[src/rtl/spi_slave_reg_ctrl.sv]
// Command/data transaction controller between the SPI slave shifter and the register bus.
// Define SPI_SLAVE_REG_CTRL_STATUS_EN to map the all-ones address onto the local error status.
module spi_slave_reg_ctrl #(
    parameter int p_data_width  = 16,
    parameter int p_count_width = $clog2(p_data_width) + 1,
    parameter int p_addr_width  = 7,
    parameter int p_bus_timeout = 255
) (
    input  logic                     clk,
    input  logic                     rst,
    input  logic                     i_slv_data_valid,
    input  logic [p_data_width-1:0]  ip_slv_data_in,
    input  logic                     i_slv_error,
    output logic [p_data_width-1:0]  op_slv_data_out,
    output logic [p_count_width-1:0] op_slv_data_count,
    output logic                     o_bus_req,
    output logic                     o_bus_we,
    output logic [p_addr_width-1:0]  op_bus_addr,
    output logic [p_data_width-1:0]  op_bus_wdata,
    input  logic                     i_bus_ack,
    input  logic [p_data_width-1:0]  ip_bus_rdata,
    output logic                     o_err_sticky,
    output logic [7:0]               op_err_count,
    input  logic                     i_clr_err,
    output logic                     o_idle
);
    localparam int c_tmo_width = $clog2(p_bus_timeout + 1);

    typedef enum logic [1:0] {S_CMD, S_RD_BUS, S_DATA, S_WR_BUS} state_t;

    state_t                  state, state_n;
    logic                    rw, rw_n;
    logic [p_addr_width-1:0] addr, addr_n;
    logic                    abort, abort_n;
    logic [c_tmo_width-1:0]  tmo, tmo_n;
    logic                    req_n;
    logic [p_data_width-1:0] dout_n, wdata_n, status_word;
    logic                    valid_frame, err_frame, ack, tmo_hit;
    logic                    status_hit, status_sel, err_event, clr_event;

    assign valid_frame       = i_slv_data_valid && !i_slv_error;
    assign err_frame         = i_slv_data_valid && i_slv_error;
    assign ack               = o_bus_req && i_bus_ack;
    assign tmo_hit           = (tmo == c_tmo_width'(p_bus_timeout));
    assign op_slv_data_count = p_count_width'(p_data_width);
    assign op_bus_addr       = addr;
    assign o_bus_we          = o_bus_req && !rw;
    assign o_idle            = (state == S_CMD);

`ifdef SPI_SLAVE_REG_CTRL_STATUS_EN
    assign status_hit = &ip_slv_data_in[p_addr_width-1:0];
    assign status_sel = &addr;
`else
    assign status_hit = 1'b0;
    assign status_sel = 1'b0;
`endif

    always_comb begin
        status_word      = '0;
        status_word[8:0] = {o_err_sticky, op_err_count};
    end

    always_comb begin
        state_n   = state;
        rw_n      = rw;
        addr_n    = addr;
        abort_n   = abort;
        tmo_n     = tmo;
        req_n     = o_bus_req;
        dout_n    = op_slv_data_out;
        wdata_n   = op_bus_wdata;
        err_event = 1'b0;
        clr_event = 1'b0;
        case (state)
            S_CMD: begin
                if (err_frame) begin
                    err_event = 1'b1;
                end else if (valid_frame) begin
                    rw_n    = ip_slv_data_in[p_data_width-1];
                    addr_n  = ip_slv_data_in[p_addr_width-1:0];
                    tmo_n   = '0;
                    abort_n = 1'b0;
                    if (status_hit) begin
                        state_n = S_DATA;
                        if (ip_slv_data_in[p_data_width-1]) dout_n = status_word;
                        else                                clr_event = 1'b1;
                    end else begin
                        state_n = ip_slv_data_in[p_data_width-1] ? S_RD_BUS : S_DATA;
                    end
                end
            end
            S_RD_BUS: begin
                // A frame here means the master ran ahead; finish the read but drop its data.
                if (i_slv_data_valid) begin
                    err_event = 1'b1;
                    abort_n   = 1'b1;
                end
                if (ack) begin
                    req_n   = 1'b0;
                    state_n = (abort || i_slv_data_valid) ? S_CMD : S_DATA;
                    dout_n  = (abort || i_slv_data_valid) ? '0 : ip_bus_rdata;
                end else if (tmo_hit) begin
                    req_n     = 1'b0;
                    err_event = 1'b1;
                    dout_n    = '0;
                    state_n   = (abort || i_slv_data_valid) ? S_CMD : S_DATA;
                end else begin
                    req_n = 1'b1;
                    tmo_n = tmo + c_tmo_width'(1);
                end
            end
            S_DATA: begin
                if (err_frame) begin
                    err_event = 1'b1;
                    dout_n    = '0;
                    state_n   = S_CMD;
                end else if (valid_frame) begin
                    if (rw) begin
                        dout_n  = '0;
                        state_n = S_CMD;
                    end else if (status_sel) begin
                        state_n = S_CMD;
                    end else begin
                        wdata_n = ip_slv_data_in;
                        tmo_n   = '0;
                        state_n = S_WR_BUS;
                    end
                end
            end
            S_WR_BUS: begin
                if (i_slv_data_valid) err_event = 1'b1;
                if (ack) begin
                    req_n   = 1'b0;
                    state_n = S_CMD;
                end else if (tmo_hit) begin
                    req_n     = 1'b0;
                    err_event = 1'b1;
                    state_n   = S_CMD;
                end else begin
                    req_n = 1'b1;
                    tmo_n = tmo + c_tmo_width'(1);
                end
            end
            default: state_n = S_CMD;
        endcase
    end

    always_ff @(posedge clk) begin
        if (rst) begin
            state           <= S_CMD;
            rw              <= 1'b0;
            addr            <= '0;
            abort           <= 1'b0;
            tmo             <= '0;
            o_bus_req       <= 1'b0;
            op_slv_data_out <= '0;
            op_bus_wdata    <= '0;
        end else begin
            state           <= state_n;
            rw              <= rw_n;
            addr            <= addr_n;
            abort           <= abort_n;
            tmo             <= tmo_n;
            o_bus_req       <= req_n;
            op_slv_data_out <= dout_n;
            op_bus_wdata    <= wdata_n;
        end
    end

    // Clearing wins over an error reported in the same cycle.
    always_ff @(posedge clk) begin
        if (rst || i_clr_err || clr_event) begin
            o_err_sticky <= 1'b0;
            op_err_count <= '0;
        end else if (err_event) begin
            o_err_sticky <= 1'b1;
            if (op_err_count != 8'hFF) op_err_count <= op_err_count + 8'd1;
        end
    end
endmodule

[config.mk]
export PLATFORM = sky130hd
export DESIGN_NAME = spi_slave_reg_ctrl
export DESIGN_NICKNAME = d
export VERILOG_FILES = /design/src/rtl/spi_slave_reg_ctrl.sv
export SDC_FILE = /design/constraint.sdc
export NUM_CORES = 1
export LEC_CHECK = 0
export CORE_MARGIN = 10
export CORE_UTILIZATION = 41
export DETAILED_ROUTE_END_ITERATION = 8
export GPL_TIMING_DRIVEN = 0
export PLACE_DENSITY = 0.8
export SLEW_MARGIN = 20
export SYNTH_ARGS = -nofsm -noshare
export SYNTH_HDL_FRONTEND = slang
export SYNTH_SLANG_ARGS = --single-unit
[constraint.sdc]
create_clock -name clk -period 2.1 [get_ports clk]
set_clock_uncertainty 0.1 [all_clocks]
set_input_delay 0.525 -clock clk [delete_from_list [all_inputs] [get_ports clk]]
set_output_delay 0.525 -clock clk [all_outputs]
set_load 0.02 [all_outputs]
==> key figures, run 1 <==
Status
  • Run status: finished clean

STA
  • Final worst path period need: a little over 2 ns
  • Worst-margin pin slew: 0.525 ns
  • Fmax: 0.494 GHz
  • Setup tns final: 0 ns
  • Setup-failing EPs final: 0
  • Unrepaired setup endpoints after global routing: no
  • Final Hold Fails: 0
  • Tcrit/Tclk final: 96.3%
  • Max_slew headroom: 64.8%
  • Max Transition Viols Final: 0

Clock tree
  • Clock Sinks: between 60 and 70
  • CTS root buffer: clkbuf_8
  • Clock Latency Late Sink: around 0.33 ns
  • Clock Pin Slew Worst Setup and Hold Paths: 0.07 ns
  • CTS Hold Buffers Added: 0
  • TritonCTS clock tree: yes
  • Max Buffers Root-to-Sink: 2
  • Max H-tree Level: 3
  • Num CTS Buffers: 9

Placed design
  • DP Area: approximately 3500 um2
  • Input/output buffers: 86
  • DP HPWL: 5320 um
  • GPL Wtd Cong: 0.791

Run
  • Max Cap Violations: 0

Final layout
  • Final instance area: 3840 um2
  • Area grow syn2layout: 52.7%
  • Share of layout cells above drive strength 1: 11.1%
  • Inserted Diodes: 0
  • Nets: 432

Hold path
  • Hold_sp: op_bus_wdata[12]
  • Hold/Removal Path Class: reg -> reg
  • Hold EP: op_bus_wdata[12]
  • WHS Path Cells: 2

Worst setup path
  • Crit. End Element: output pin
  • Reg2reg start: tmo[0]
  • CP required: 1.47 ns
  • Number of cells on the critical path: 1
  • Worst-path maximum fanout: 6
  • Largest stage delay, worst path: between 0.6 and 0.7 ns
  • Slowest library cell on the worst path: clkdlybuf4s50_1
  • CP Launch Type: flop
  • Crit path kind: reg -> out
  • Crit path max-delay family: buffers and inverters
  • Reg2Reg Depth: 5
  • CP cell instances: clkdlybuf4s50_1
  • R2R Path End: op_err_count[7]
  • Crit path buf inv count: 1
  • WP data arrival: 1.40 ns
  • CP Launch Point: op_err_count[4]
  • R2R setup slack: 0.12 ns

Power
  • Worst VDD drop: 0.000511 V
  • Pwr Density: 705 nW/um2
  • Leak Pwr: ~1.4 nW
  • Pwr Total: 2.71 mW

Route
  • # DRC: 0
  • Routed WL: 7110 um
  • Drt first-iter violations: 70
  • Avg Vias per Cell: 5.22
  • DRT Pass-1 Iters: 5
  • Routed length per placed instance: ~15 um
  • Vias: roughly 2500
  • Remaining antenna violation count: 0

Floorplanning
  • Die extent in x: 98.3 um
  • Die area: 9670 um2
  • Site row count: 28
  • Core box area: 5960 um2
  • Num ports: 94
  • Die Ht: 98.3 um
  • Starting Density: 42.2%

Yosys
  • Mean Syn Cell Area: 8.77 um2
  • Sequential fraction of the synthesis area: roughly half
  • Seq cells post-synth: 61
  • Mapped Area: 2520 um2
  • Synth cell types: 43
  • Number of synthesized flops with an enable pin: 0
  • Ys Warns: 0
  • Fraction of registers with async set or reset after synthesis: 0%
  • Mapped Cells: ~290
  • Predominant post-synthesis flop cell: dfxtp_1

GRT
  • Grt peak-use layer: met2
  • Vias in the first global route: 2417
  • First-pass GRT wire length: 11500 um
  • Antenna violations before repair: 0
  • Total gr overflow: 0
  • GRT met2 Usage: 22.7%
  • Overall Global Routing Usage: 14.1%
  • Largest net degree at the start of global routing: 12
  • GR Util met3: 7.75%
  • Met1 usage: 15.6%
## how the worst max path moves through the flow
stage	slack [ns]	endpoint
3_3_place_gp	-0.60	op_bus_wdata[5]
6_report	0.08	op_err_count[4]
3_5_place_dp	-0.65	op_bus_wdata[5]
2_1_floorplan	0.17	op_err_count[4]
5_1_grt	0.005	op_bus_wdata[10]
4_1_cts	0.01	op_err_count[2]
## registers in the layout, summed over array words and instances (netlist names)
signal           count
op_slv_data_out     16
tmo                  8
rw                   1
abort                1
op_bus_wdata        16
op_err_count         8
o_err_sticky         1
o_bus_req            1
op_bus_addr          7
state                2
## cell usage after synthesis, drive strengths merged (4+ instances only)
master	n	area, um2
mux2i	6	60.1
nor3	5	25.0
nand3b	4	30.0
nand2	61	229
a21oi	35	175
dfxtp	61	1220
a22o	16	140
nand3	8	40.0
o21ai	7	38.8
clkbuf	12	45.0
buf	8	52.6
inv	5	18.8
nand2b	12	75.1
## cell families (layout without fill, tap and decap cells)
logic type / count (synthesis) / count (layout) / share of synthesized area, %
multiplexers: 6 / 6 / 2.39
other: 2 / 5 / 0.298
flip-flops: 61 / 61 / 48.5
adder cells (fa/ha/maj): 2 / 2 / 0.994
buffers and inverters: 25 / 132 / 4.62
AO/OA/AOI/OAI: 82 / 82 / 22.3
AND/OR/NAND/NOR: 109 / 109 / 20.9
## layout by cell type (no fill, tap or decap), types with 3 or more instances in the layout
| cell | synthesis | layout |
|---|---|---|
| clkdlybuf4s50_1 | 0 | 80 |
| nand2_1 | 61 | 61 |
| dfxtp_1 | 61 | 60 |
| a21oi_1 | 35 | 34 |
| a22o_1 | 16 | 16 |
| nand2b_1 | 12 | 12 |
| clkbuf_1 | 12 | 10 |
| buf_4 | 5 | 10 |
| clkbuf_8 | 0 | 10 |
| nand3_1 | 8 | 8 |
| mux2i_1 | 6 | 6 |
| o21ai_0 | 6 | 6 |
| inv_1 | 5 | 5 |
| conb_1 | 2 | 5 |
| nand3b_1 | 4 | 4 |
| dlymetal6s2s_1 | 0 | 4 |
| nor2b_1 | 3 | 3 |
| or3_1 | 3 | 3 |
| a211o_1 | 3 | 3 |
| o21a_1 | 3 | 3 |
## per-layer routing
metal  up-vias  part of all wire, %
met1      1147                   41
met2        78                   48
met3        10                   10
met4         0                 0.86
li1       1229                    -
met5         -                    0
## per-stage QoR
stage / cells / util [%] / setup WS, ns / hold slack, ns
finish: 472 / 64.5 / 0.0773 / 0.356
global route: 472 / 64.5 / 0.00508 / 0.380
CTS: 470 / 63.4 / 0.00990 / 0.357
detailed placement: 451 / 58.5 / -0.654 / 0.350
global placement: 451 / 58.5 / -0.603 / 0.341
floorplan: 290 / - / 0.169 / 0.346
## worst register-to-register path, stage by stage, from the launching register on
cell and delay (ns):
dfxtp_1 0.37, ha_1 0.24, nand4_1 0.15, o31a_1 0.39, or4_4 0.53, a21oi_1 0.15
## power by group
group | internal [mW] | leakage [nW] | switching, mW | total [mW]
Combinational | 0.158 | 0.819 | 0.174 | 0.332
Sequential | 1.18 | 0.494 | 0.0199 | 1.20
Clock | 0.703 | 0.106 | 0.470 | 1.17
Total | 2.04 | 1.42 | 0.665 | 2.71
## timing repair
item,in CTS,in global routing
resized for setup,15,14
pin swaps,3,2
endpoints found under the setup margin,25,14
setup buffers,3,2
endpoints found under the hold margin,0,0
## cell type report
type                    instances  area (um2)
fillers                       512        2110
multi-input cells             204        1270
flip-flops and latches         61        1220
repair buffers                 91         906
clock buffers                  11         141
plain buffers                  20         110
well taps                      75        93.8
clock inverters                 5        83.8
inverters                       5        18.8
Note: power is estimated with default switching activity, not from simulation.
==> run 2, diff against run 1 <==
ABC_AREA = 1   (was default)
PLACE_DENSITY = 0.78   (was 0.8)
SETUP_SLACK_MARGIN = 0.05   (was default)
==> run 2 against run 1 <==
Net effect:
- via count grew 12%
- flip-flop and latch count unchanged
- setup slack gained 0.017 ns
- register-to-register slack improved by 0.13 ns
- area after synthesis up 5.2%
- first-iteration DRC count increased by 40%
- hold slack better by 0.0024 ns
- critical path depth unchanged
- sequential power is 5% higher
==> key figures, run 2 <==
Floorplanning
  • Die Ht: between 100 and 150 um
  • Die area: between 10000 and 15000 um2
  • Starting Density: 41.9%
  • Num ports: 94
  • Site row count: 29
  • Core box area: about 6300 um2
  • Die extent in x: 100 um

Final layout
  • Area grow syn2layout: 46.0%
  • Biggest registers after layout: op_bus_wdata x16, op_slv_data_out x16
  • Fin util: 61.2%
  • Inserted Diodes: 0
  • Nets: between 500 and 600
  • Fin cells: roughly 550
  • Share of layout cells above drive strength 1: 9.49%
  • Commonest non-fill, non-tap cell in the layout: clkdlybuf4s50_1
  • Final instance area: 3870 um2
  • Most frequent cells in the layout: 78 x clkdlybuf4s50_1, 75 x nor2_1, 69 x nand2_1, 61 x dfxtp_1, 34 x a21oi_1

Route
  • # DRC: 0
  • M1 wire length: 3040 um
  • Max Used Layer: met4
  • Vias: around 2800
  • Routed length per placed instance: 13.9 um
  • Avg Vias per Cell: ~5.0
  • DRT Pass-1 Iters: 4
  • Drt first-iter violations: between 90 and 100
  • Routed WL: 7680 um
  • Routed wl met2: around 3700 um
  • Remaining antenna violation count: 0
  • Met3 wire length: ~880 um

Placed design
  • Cell Count Post-Placement: between 500 and 600
  • GPL Wtd Cong: about 0.83
  • Pre-CTS setup slack: -0.212 ns
  • DP HPWL: 5900 um
  • Input/output buffers: 87
  • DP Area: between 3000 and 4000 um2

STA
  • Worst-margin pin slew: between 0.5 and 0.6 ns
  • Setup tns final: 0 ns
  • Tcrit/Tclk final: 95.5%
  • Setup-failing EPs final: 0
  • Fmax: 0.499 GHz
  • Fin worst setup slack: 0.0945 ns
  • Final worst path period need: between 2 and 2.5 ns
  • Max Transition Viols Final: 0
  • Final Hold Fails: 0
  • Max_slew headroom: between 60% and 70%
  • Unrepaired setup endpoints after global routing: no

Yosys
  • Top cells by count, synth: 76 x nor2_1, 70 x nand2_1, 61 x dfxtp_1, 34 x a21oi_1, 28 x o21ai_0
  • Fraction of registers with async set or reset after synthesis: 0%
  • Mapped Area: roughly 2600 um2
  • Area leader, netlist: dfxtp_1
  • Mean Syn Cell Area: around 7.2 um2
  • Number of synthesized flops with an enable pin: 0
  • Post-Synth XOR/XNOR Area: 0.331%
  • Mapped Cells: 368
  • Post-synthesis mux area share: 0%
  • Seq cells post-synth: 61
  • Ys Warns: 0
  • Count leader, synth: nor2_1
  • Largest family of logic cells by synthesized area: simple AND/OR/NAND/NOR gates
  • Simple-gate portion of the synthesized area: about a third
  • Sequential fraction of the synthesis area: roughly 46%
  • Synth Area in Compound Gates: 13.5%
  • Predominant post-synthesis flop cell: dfxtp_1
  • Post-synth top area share: 46.1%
  • Adder-cell share of the synthesized area: 0.945%
  • Synth cell types: 28
  • Ranking of synthesized cells by area: dfxtp_1 46%, nor2_1 11%, nand2_1 9.9%, a21oi_1 6.4%, o21ai_0 5.3%

Worst setup path
  • Slowest library cell on the worst path: clkdlybuf4s50_1
  • CP required: 1.47 ns
  • Crit path kind: reg -> out
  • Largest stage delay, worst path: around 0.64 ns
  • Crit path max-delay family: buffers and inverters
  • Crit. End Element: output pin
  • WP data arrival: 1.38 ns
  • Crit path buf inv count: 1
  • Worst-path maximum fanout: 5
  • CP Launch Type: flop
  • CP cell instances: clkdlybuf4s50_1

Clock tree
  • Setup bufs post-CTS: 0
  • TritonCTS clock tree: yes
  • Clock Sinks: 61
  • Num CTS Buffers: 9
  • Max H-tree Level: 3
  • CTS Hold Buffers Added: 0
  • CTS root buffer: clkbuf_8
  • Max Buffers Root-to-Sink: 2
  • Clock Latency Late Sink: around 0.34 ns
  • Clock Pin Slew Worst Setup and Hold Paths: 0.07 ns

GRT
  • Antenna violations before repair: 0
  • Overall Global Routing Usage: 15.1%
  • First-pass GRT wire length: between 10000 and 15000 um
  • Total gr overflow: 0
  • Largest net degree at the start of global routing: 11
  • Vias in the first global route: 2692

Hold path
  • Hold/Removal Path Class: reg -> reg

Status
  • Run status: finished clean

Run
  • Max Cap Violations: 0

Power
  • Worst VDD drop: 0.000500 V
  • Pwr Density: 766 nW/um2
  • Leak Pwr: 1.58 nW
-- run 2: cell types whose count changed in the layout (fill, tap and decap cells not counted), moves of 8 or more --
cell      before  now
o21ai_0        6   28
a22o_1        16    0
nand3_1        8   27
inv_1          5   19
nand2_1       61   69
nand2b_1      12    0
nor2_1         2   75
-- run 2: report_power, final --
group | internal (mW) | switching (mW)
sequential | 1.21 | 0.0467
clock | 0.639 | 0.450
combinational | 0.251 | 0.366
total | 2.10 | 0.863
-- run 2: what timing repair did --
item / in CTS / in global routing
hold endpoints to repair: 0 / 0
gates resized for setup: 3 / 10
setup endpoints to repair: 3 / 21
-- run 2: worst paths after layout --
path	depth (start not counted)	slack, ns	end	from
worst max-delay path	1	0.09	op_err_count[7]	op_err_count[7]
worst min-delay path	2	0.36	op_slv_data_out[2]	op_slv_data_out[2]
worst max register to register	9	0.25	op_slv_data_out[9]	tmo[0]
worst min register to register	2	0.36	op_slv_data_out[2]	op_slv_data_out[2]
-- run 2: kinds of logic after synthesis --
group | count (synthesis)
and+or+nand+nor | 195
AOI/OAI and AO/OA | 67
DFF | 61
other | 2
xor gates and xnor gates | 1
buffers and inverters | 40
adders and majority gates | 2
-- run 2: per-layer routing --
metal | track usage, % | vias to the layer above
li1 | - | 1391
met1 | 16.0 | 1275
met2 | 24.4 | 77
met3 | 8.86 | 9
met4 | 5.65 | 0
met5 | 0 | -
-- run 2: worst min-delay path, delay by kind of cell, from the launching register on --
family	cells	cell delay, ns
DFF	1	0.31
AOI/OAI and AO/OA	1	0.05
and+or+nand+nor	1	0.06
-- run 2: final cells by class --
class	count	area, um2
clock buffer	12	165
inverter	25	93.8
multi-input combinational	270	1270
clock inverter	4	45.0
fill	595	2450
sequential	61	1220
tap	77	96.3
buffer	15	92.6
timing repair buffer	87	882
-- run 2: metrics by stage --
step	total power [mW]	hold WS (ns)
after floorplan	1.65	0.341
after global placement	1.89	0.346
after detailed placement	1.90	0.352
after CTS	2.98	0.361
after global routing	3.11	0.373
final	2.96	0.358
